--- src/rtl/formula_stack_ctrl.sv ---
// Backtracking sequencer for the DPLL core: pushes formula snapshots on decisions,
// pops/restores them on conflict, and tracks per-level decision variable and flip status.
module formula_stack_ctrl #(
  parameter int FORMULA_W = 64,
  parameter int VAR_W     = 6,
  parameter int DEPTH     = 16,
  parameter int LVL_W     = $clog2(DEPTH+1)
) (
  input  logic                 clock,
  input  logic                 reset,
  input  logic                 dec_valid,
  input  logic [FORMULA_W-1:0] dec_formula,
  input  logic [VAR_W-1:0]     dec_var,
  input  logic                 conflict,
  output logic                 ready,
  output logic                 stk_wr_en,
  output logic                 stk_pop,
  output logic [FORMULA_W-1:0] stk_din,
  input  logic                 stk_full,
  input  logic                 stk_empty,
  input  logic [FORMULA_W-1:0] stk_dout,
  output logic                 restore_valid,
  output logic [FORMULA_W-1:0] restore_formula,
  output logic [VAR_W-1:0]     restore_var,
  output logic                 restore_pol,
  output logic [LVL_W-1:0]     level,
  output logic                 unsat,
  output logic                 error
);

  typedef enum logic [2:0] {
    S_IDLE, S_PUSH, S_POP, S_CHECK, S_RESTORE, S_UNSAT, S_ERR
  } state_t;

  state_t                      state_q, state_d;
  logic [LVL_W-1:0]            level_q, level_d;
  logic [DEPTH-1:0][VAR_W-1:0] var_mem_q, var_mem_d;
  logic [DEPTH-1:0]            flipped_q, flipped_d;
  logic [FORMULA_W-1:0]        hold_formula_q, hold_formula_d;
  logic [VAR_W-1:0]            hold_var_q, hold_var_d;
  logic [FORMULA_W-1:0]        restore_formula_q, restore_formula_d;
  logic [VAR_W-1:0]            restore_var_q, restore_var_d;
  logic                        restore_pol_q, restore_pol_d;

  logic [LVL_W-1:0]            top_lvl;
  logic                        top_flipped;
  logic [VAR_W-1:0]            top_var;

  // Top-of-search entry lives at level-1; only meaningful while level > 0.
  assign top_lvl = level_q - LVL_W'(1);

  always_comb begin
    top_flipped = 1'b0;
    top_var     = '0;
    for (int i = 0; i < DEPTH; i++) begin
      if (top_lvl == LVL_W'(i)) begin
        top_flipped = flipped_q[i];
        top_var     = var_mem_q[i];
      end
    end
  end

  always_comb begin
    state_d           = state_q;
    level_d           = level_q;
    var_mem_d         = var_mem_q;
    flipped_d         = flipped_q;
    hold_formula_d    = hold_formula_q;
    hold_var_d        = hold_var_q;
    restore_formula_d = restore_formula_q;
    restore_var_d     = restore_var_q;
    restore_pol_d     = restore_pol_q;
    unique case (state_q)
      S_IDLE: begin
        if (conflict) begin
          state_d = (level_q == '0) ? S_UNSAT : S_POP;
        end else if (dec_valid) begin
          if (level_q == LVL_W'(DEPTH)) begin
            state_d = S_ERR;
          end else begin
            hold_formula_d = dec_formula;
            hold_var_d     = dec_var;
            state_d        = S_PUSH;
          end
        end
      end
      S_PUSH: begin
        if (stk_full) begin
          state_d = S_ERR;
        end else begin
          for (int i = 0; i < DEPTH; i++) begin
            if (level_q == LVL_W'(i)) begin
              var_mem_d[i] = hold_var_q;
              flipped_d[i] = 1'b0;
            end
          end
          level_d = level_q + LVL_W'(1);
          state_d = S_IDLE;
        end
      end
      S_POP: begin
        state_d = stk_empty ? S_ERR : S_CHECK;
      end
      S_CHECK: begin
        hold_formula_d = stk_dout;
        if (!top_flipped) begin
          restore_formula_d = stk_dout;
          restore_var_d     = top_var;
          restore_pol_d     = 1'b1;
          state_d           = S_RESTORE;
        end else begin
          // Both polarities exhausted at this level: backtrack one more.
          for (int i = 0; i < DEPTH; i++) begin
            if (top_lvl == LVL_W'(i)) flipped_d[i] = 1'b0;
          end
          level_d = top_lvl;
          state_d = (top_lvl == '0) ? S_UNSAT : S_POP;
        end
      end
      S_RESTORE: begin
        for (int i = 0; i < DEPTH; i++) begin
          if (top_lvl == LVL_W'(i)) flipped_d[i] = 1'b1;
        end
        state_d = S_IDLE;
      end
      S_UNSAT: state_d = S_UNSAT;
      S_ERR:   state_d = S_ERR;
      default: state_d = S_ERR;
    endcase
  end

  always_ff @(posedge clock or posedge reset) begin
    if (reset) begin
      state_q           <= S_IDLE;
      level_q           <= '0;
      var_mem_q         <= '0;
      flipped_q         <= '0;
      hold_formula_q    <= '0;
      hold_var_q        <= '0;
      restore_formula_q <= '0;
      restore_var_q     <= '0;
      restore_pol_q     <= 1'b0;
    end else begin
      state_q           <= state_d;
      level_q           <= level_d;
      var_mem_q         <= var_mem_d;
      flipped_q         <= flipped_d;
      hold_formula_q    <= hold_formula_d;
      hold_var_q        <= hold_var_d;
      restore_formula_q <= restore_formula_d;
      restore_var_q     <= restore_var_d;
      restore_pol_q     <= restore_pol_d;
    end
  end

  assign ready           = (state_q == S_IDLE);
  assign stk_wr_en       = (state_q == S_PUSH) || (state_q == S_RESTORE);
  assign stk_pop         = (state_q == S_POP);
  assign stk_din         = hold_formula_q;
  assign restore_valid   = (state_q == S_RESTORE);
  assign restore_formula = restore_formula_q;
  assign restore_var     = restore_var_q;
  assign restore_pol     = restore_pol_q;
  assign level           = level_q;
  assign unsat           = (state_q == S_UNSAT);
  assign error           = (state_q == S_ERR);

endmodule

--- config.mk ---
export PLATFORM = sky130hd
export DESIGN_NAME = formula_stack_ctrl
export DESIGN_NICKNAME = d
export VERILOG_FILES = /design/src/rtl/formula_stack_ctrl.sv
export SDC_FILE = /design/constraint.sdc
export NUM_CORES = 1
export LEC_CHECK = 0
export CORE_ASPECT_RATIO = 0.75
export CORE_MARGIN = 5
export CORE_UTILIZATION = 24
export CTS_BUF_LIST = sky130_fd_sc_hd__clkbuf_8
export CTS_CLUSTER_SIZE = 10
export DETAILED_ROUTE_END_ITERATION = 10
export PLACE_DENSITY = 0.41
export SLEW_MARGIN = 20
export SYNTH_ARGS = -nofsm -noshare
export SYNTH_HDL_FRONTEND = slang
export SYNTH_SLANG_ARGS = --single-unit
export TNS_END_PERCENT = 5
--- constraint.sdc ---
create_clock -name clock -period 11.85 [get_ports clock]
set_clock_uncertainty 0.15 [all_clocks]
set_input_delay 2.37 -clock clock [delete_from_list [all_inputs] [get_ports clock]]
set_output_delay 2.37 -clock clock [all_outputs]
set_load 0.03 [all_outputs]
==> impl_metrics.toml, run 1 <==
[min_path]
hold_start = "restore_pol"
worst_hold_path.num_cells = 1
holdPathEnd = "restore_pol"
hold_path_class = "flip-flop to flip-flop"

[synth]
syn_nets = 1313
avgSynthCellArea_um2 = 10.87
synth_cells = 1165
synth_area_um2 = 12670
synth_flop_cell = "dfrtp_1"
async_reset_ff_share_pct = 100.0
yosys_warnings = 0
synth_edf_count = 0
ys_seq_elements = 261
seq_area_frac_synth_pct = 51.57
ys_types = 78

[timing]
maxSlewHeadroom_pct = 28.71
drv_slew = 0
rsz0062_at_grt = "no"
fmax_mhz = 177.0
max_slew.worst_pin.slew_ns = 1.061
tns_ns = 0
final.setup.worst_slack_ns = 6.201
finalHoldViolations = 0
whs_ns = 0.3139
finalCritPeriodShare_pct = 47.67
setup-violations-final = 0
layout_min_cycle_time_ns = 5.649

[setup_path]
ff2ff_path_depth = 11
end_kind = "primary output"
worst-path-max-fanout = 21
required_ns = 9.33
critPathLaunchType = "flip-flop"
critPathArrivalTime_ns = 3.13
critPathKind = "flip-flop to primary output"
r2r_slack_ns = 6.53
timing.rr.start = "level[1]"
crit-reg2reg-capture = "restore_formula[1]"
cp-startpoint = "state_q[1]"

[clock_network]
post_cts_buffers = 0
htreeDepth = 2
cts_resized = 0
holdBufCountCts = 0
cts_buffers = 48
cts_tree = "done"
root_buffer = "clkbuf_8"
insertion_delay_ns = 0.59
cts.sinks = 261
clk_path_buf_depth = 3
clk_pin_slew_ns = 0.06

[finish]
final_nets = 1580
syn_to_final_growth_pct = 35.78
nFillCells = 5375
drive_above_1_share_pct = 14.71
seqCellArea_um2 = 6531
multi_input_area_um2 = 5738

[detailed_routing]
wirelength_mm = 47.88
route.met3.wl_mm = 2.783
met1_length_mm = 22.09
dr_wl_met2_mm = 22.10
drt_iter0_drc = 734
vias_per_cell = 4.677
postRouteAntennaNets = 0
detail_route.wl_per_cell_um = 22.00
vias = 10180
first_pass_iters = 5
top_layer_used = "met4"
drc = 0

[global_routing]
overflow = 0
grt_pass1_vias = 10460
antenna_found_initial = 4
grt_pass1_wl_mm = 71.08
gr-usage-all-layers_pct = 16.20
grt_start_max_net_pins = 127

[place]
io_buffers = 285
dp_hpwl_mm = 33.80
gp_congestion = 0.8307
place_ws_ns = 6.580

[floorplanning]
die_y_um = 209.0
die_w_um = 275.3
core_um2 = 51890
dieArea_um2 = 57520
rows = 72
initial_core_util_pct = 24.41
ios = 286

[pwr]
power.leakage_nw = 7.456
p_seq_share_pct = 33.2
peakVddDrop_v = 0.0001060
clock_power_share_pct = 21.6
p_sw_mw = 1.794
power.internal_mw = 2.364
swShare_pct = 43.15
power_density_nw_per_um2 = 241.7
combPwrFrac_pct = 45.2
power_mw = 4.157

[flow_run]
drv_cap = 0

[outcome]
outcome = "finished, final reports clean"
[worst max path at each step]
stage / end / cells past startpoint / slack (ns)
after detailed placement: var_mem_q[42] / 6 / 6.58
after global placement: restore_formula[1] / 12 / 6.56
final: stk_wr_en / 4 / 6.20
after floorplan: flipped_q[0] / 1 / 2.15
after global routing: stk_wr_en / 4 / 5.98
after CTS: stk_wr_en / 4 / 6.17
[layer usage]
layer / track usage [%] / up-vias
met5: 0 / -
met4: 3.979 / 0
met3: 3.475 / 65
met2: 25.28 / 289
met1: 22.99 / 5090
li1: - / 4734
[metrics by stage]
stage	utilization [%]	instance area, µm²	std cells
2_1_floorplan	-	12670	1165
3_3_place_gp	31.21	16190	2085
3_5_place_dp	31.22	16200	2085
4_1_cts	33.12	17190	2171
5_1_grt	33.14	17200	2175
6_report	33.14	17200	2176
[final cells by class]
class                      count  area share, %
antenna                        5        0.07275
clock buffer                  62          4.962
clock inverter                24         0.7639
inverter                      21         0.5020
multi-input combinational    800          33.36
sequential                   261          37.98
tap                          703          5.115
timing repair buffer         300          17.24
[critical path, cell delays in order (launching register included)]
cell,delay (ns)
dfrtp_1,0.55
inv_1,0.43
nand2_1,0.55
nand2_1,0.30
clkdlybuf4s50_1,0.72
[logic make-up (layout without fill, tap and decap cells)]
group / Yosys count / in the layout / share of synthesized area, %
compound gates: 276 / 276 / 13.53
mux: 234 / 234 / 20.15
flops: 261 / 261 / 51.57
xor+xnor: 5 / 5 / 0.3457
other cells: 0 / 5 / 0
buf+inv: 104 / 407 / 3.438
fa+ha+maj: 8 / 8 / 0.7903
simple gates: 277 / 277 / 10.17
[flip-flops by register name, indices dropped and copies added (netlist names)]
signal           cells
var_mem_q           96
restore_formula     64
stk_din             64
flipped_q           16
hold_var_q           6
restore_var          6
level                5
state_q              3
restore_pol          1
[power by group through the flow]
stage	Sequential (mW)	Combinational, mW	Clock (mW)
final	1.38	1.88	0.899
after CTS	1.38	1.91	0.937
after floorplan	1.76	0.650	0
after global placement	1.39	1.90	0
after global routing	1.42	2.01	0.974
after detailed placement	1.39	1.90	0
[cells in the mapped netlist (all sizes together), types with 3 or more instances]
cell | instances | area share (%)
a2111oi | 3 | 0.21
a211o | 4 | 0.28
a21oi | 71 | 2.9
a221oi | 4 | 0.28
a22o | 3 | 0.21
a22oi | 6 | 0.36
a31oi | 11 | 0.59
a32o | 5 | 0.40
a32oi | 7 | 0.54
and3 | 7 | 0.35
buf | 24 | 1.1
clkbuf | 59 | 1.7
dfrtp | 261 | 52
ha | 8 | 0.79
inv | 20 | 0.59
mux2 | 168 | 15
mux2i | 66 | 5.2
nand2 | 136 | 4.0
nand2b | 4 | 0.20
nand3 | 11 | 0.43
nand4 | 3 | 0.15
nor2 | 54 | 1.6
nor2b | 10 | 0.49
nor3 | 20 | 0.97
nor4 | 5 | 0.46
o211ai | 5 | 0.30
o21a | 4 | 0.24
o21ai | 117 | 4.7
o22ai | 5 | 0.30
o31ai | 5 | 0.34
or2 | 11 | 0.54
or3 | 8 | 0.40
xnor2 | 5 | 0.35
[placed cells by master (no fill, tap or decap), drive strengths merged, types with 4 or more instances in the layout]
master           n
a221oi           4
dfrtp          261
diode            5
o22ai            5
clkdlybuf4s50  285
a22oi            6
o21ai          117
or3              8
mux2i           66
a32o             5
nor2            54
nand3           11
inv             37
xnor2            5
a211o            4
nor2b           10
o31ai            5
and3             7
o211ai           5
ha               8
nor3            20
nor4             5
buf             15
a21oi           71
nand2          136
a32oi            7
o21a             4
mux2           168
or2             11
clkbuf          62
a31oi           11
nand2b           4
clkinv           7
Note: power is estimated with default switching activity, not from simulation.
==> inputs of run 2 (changes only) <==
==> constraint.sdc (replaced) <==
create_clock -name clock -period 5.7 [get_ports clock]
set_clock_uncertainty 0.15 [all_clocks]
set_input_delay 1.14 -clock clock [delete_from_list [all_inputs] [get_ports clock]]
set_output_delay 1.14 -clock clock [all_outputs]
set_load 0.03 [all_outputs]
==> run 2 against run 1 <==
Global-route usage rose by 0.16 points. Wire length grew 1.0%. Setup slack got worse by 5.1 ns. Sequential power rose by 110%. Largest power group unchanged. Highest routed layer unchanged. Clock power increased by 87%. Hold slack got worse by 0.0028 ns. Register-to-register slack got worse by 5.4 ns. Die area is the same. Final cell count decreased by 0.23%. Utilization decreased by 0.11 points. Cell area decreased by 0.33%. Non-clock buffer count rose by 7.
==> impl_metrics.toml, run 2 (synthesis results as in run 1) <==
[outcome]
outcome = "finished, final reports clean"

[pwr]
power.leakage_nw = 7.429
peakVddDrop_v = 0.0002374
power_density_nw_per_um2 = 494.4
power_mw = 8.474

[timing]
finalCritPeriodShare_pct = 80.11
layout_min_cycle_time_ns = 4.566
rsz0062_at_grt = "no"
setup-violations-final = 0
max_slew.worst_pin.slew_ns = 1.028
fmax_mhz = 219.0
drv_slew = 0
tns_ns = 0
finalHoldViolations = 0
maxSlewHeadroom_pct = 30.81

[clock_network]
post_cts_buffers = 0
cts_tree = "done"
cts.sinks = 261
htreeDepth = 2
holdBufCountCts = 0
root_buffer = "clkbuf_8"
cts_buffers = 47
cts_resized = 0
clk_path_buf_depth = 3
clk_pin_slew_ns = 0.06
insertion_delay_ns = 0.59

[setup_path]
path_common_cell = "nand2_1"
critPathKind = "flip-flop to primary output"
end_kind = "primary output"
path_buf_inv = 2
worst-path-max-fanout = 21
timing.rr.start = "level[1]"
cp_num_cells = 4
critPathArrivalTime_ns = 3.28
ff2ff_path_depth = 11
required_ns = 4.41
worstPathCellList = "inv_1 -> nand2_1 -> nand2_1 -> clkdlybuf4s50_1"
crit_path_end = "stk_wr_en"
r2r_slack_ns = 1.16
cp-startpoint = "state_q[1]"
crit-reg2reg-capture = "level[4]"
max_stage_delay_ns = 0.71
critPathSlowestCell = "clkdlybuf4s50_1"
critPathLaunchType = "flip-flop"
crit_family = "buffers and inverters"

[global_routing]
grt_pass1_wl_mm = 71.50
antenna_found_initial = 4
overflow = 0
grt_pass1_vias = 10230
grt_start_max_net_pins = 112
gr-usage-all-layers_pct = 16.36

[finish]
drive_above_1_share_pct = 14.33
syn_to_final_growth_pct = 35.33
final_nets = 1586
layout_common_cells = "285 x clkdlybuf4s50_1, 261 x dfrtp_1, 135 x nand2_1, 112 x o21ai_0, 101 x mux2_2"
top_register = "var_mem_q"
largest_reg_flops = 96
final_common_cell = "clkdlybuf4s50_1"

[floorplanning]
core_um2 = 51890
die_y_um = 209.0
dieArea_um2 = 57520
ios = 286
die_w_um = 275.3
rows = 72
initial_core_util_pct = 24.41

[flow_run]
drv_cap = 0

[detailed_routing]
vias = 10210
postRouteAntennaNets = 0
drt_iter0_drc = 820
first_pass_iters = 4
wirelength_mm = 48.36
vias_per_cell = 4.703
detail_route.wl_per_cell_um = 22.28
drc = 0

[min_path]
hold_path_class = "flip-flop to flip-flop"

[place]
gp_congestion = 0.8814
dp_hpwl_mm = 34.70
io_buffers = 285
[run 2: changes by cell type in the layout (fill, tap and decap cells not counted), sizes merged]
| cell | previous run | this run |
|---|---|---|
| clkbuf | 62 | 53 |
| buf | 15 | 22 |
| clkinv | 7 | 4 |
| clkinvlp | 0 | 2 |
| diode | 5 | 3 |
| bufinv | 1 | 0 |
| inv | 37 | 38 |
[run 2: cell type report]
type	instances	area, µm²
timing repair buffer	307	3068
inverter	21	82.58
antenna	3	7.507
fill	5353	34750
multi-input combinational	800	5732
sequential	261	6531
tap	703	879.6
clock buffer	53	729.5
clock inverter	23	110.1
[run 2: layer usage]
metal	wire length, µm	share of wire (%)	track usage [%]	vias up
met5	0	0	0	-
met4	1054	2.2	3.997	0
met1	22300	46	23.53	5053
met3	3316	6.9	3.842	77
met2	21690	45	24.90	337
li1	-	-	-	4743
[run 2: stage by stage]
step	std cells	utilization (%)	area (µm²)	setup slack, ns	hold slack (ns)
floorplan	1165	-	12670	0.9684	0.3060
global placement	2092	31.40	16290	1.371	0.3011
detailed placement	2092	31.40	16290	1.269	0.3034
CTS	2168	33.02	17130	1.091	0.3169
global route	2171	33.03	17140	0.9055	0.3485
finish	2171	33.03	17140	1.134	0.3111
[run 2: worst min path at each step]
stage                        startpoint  slack, ns  depth (start not counted)             to
after floorplan           flipped_q[14]       0.31                          1  flipped_q[14]
after global placement      restore_pol       0.30                          1    restore_pol
after detailed placement    restore_pol       0.30                          1    restore_pol
after CTS                   restore_pol       0.32                          1    restore_pol
after global routing         stk_din[8]       0.35                          2     stk_din[8]
final                       restore_pol       0.31                          1    restore_pol
[run 2: power by group]
group / total (mW) / internal, mW / switching, mW
Sequential: 2.88 / 2.41 / 0.470
Clock: 1.68 / 0.843 / 0.835
Combinational: 3.92 / 1.51 / 2.41
Total: 8.47 / 4.76 / 3.72
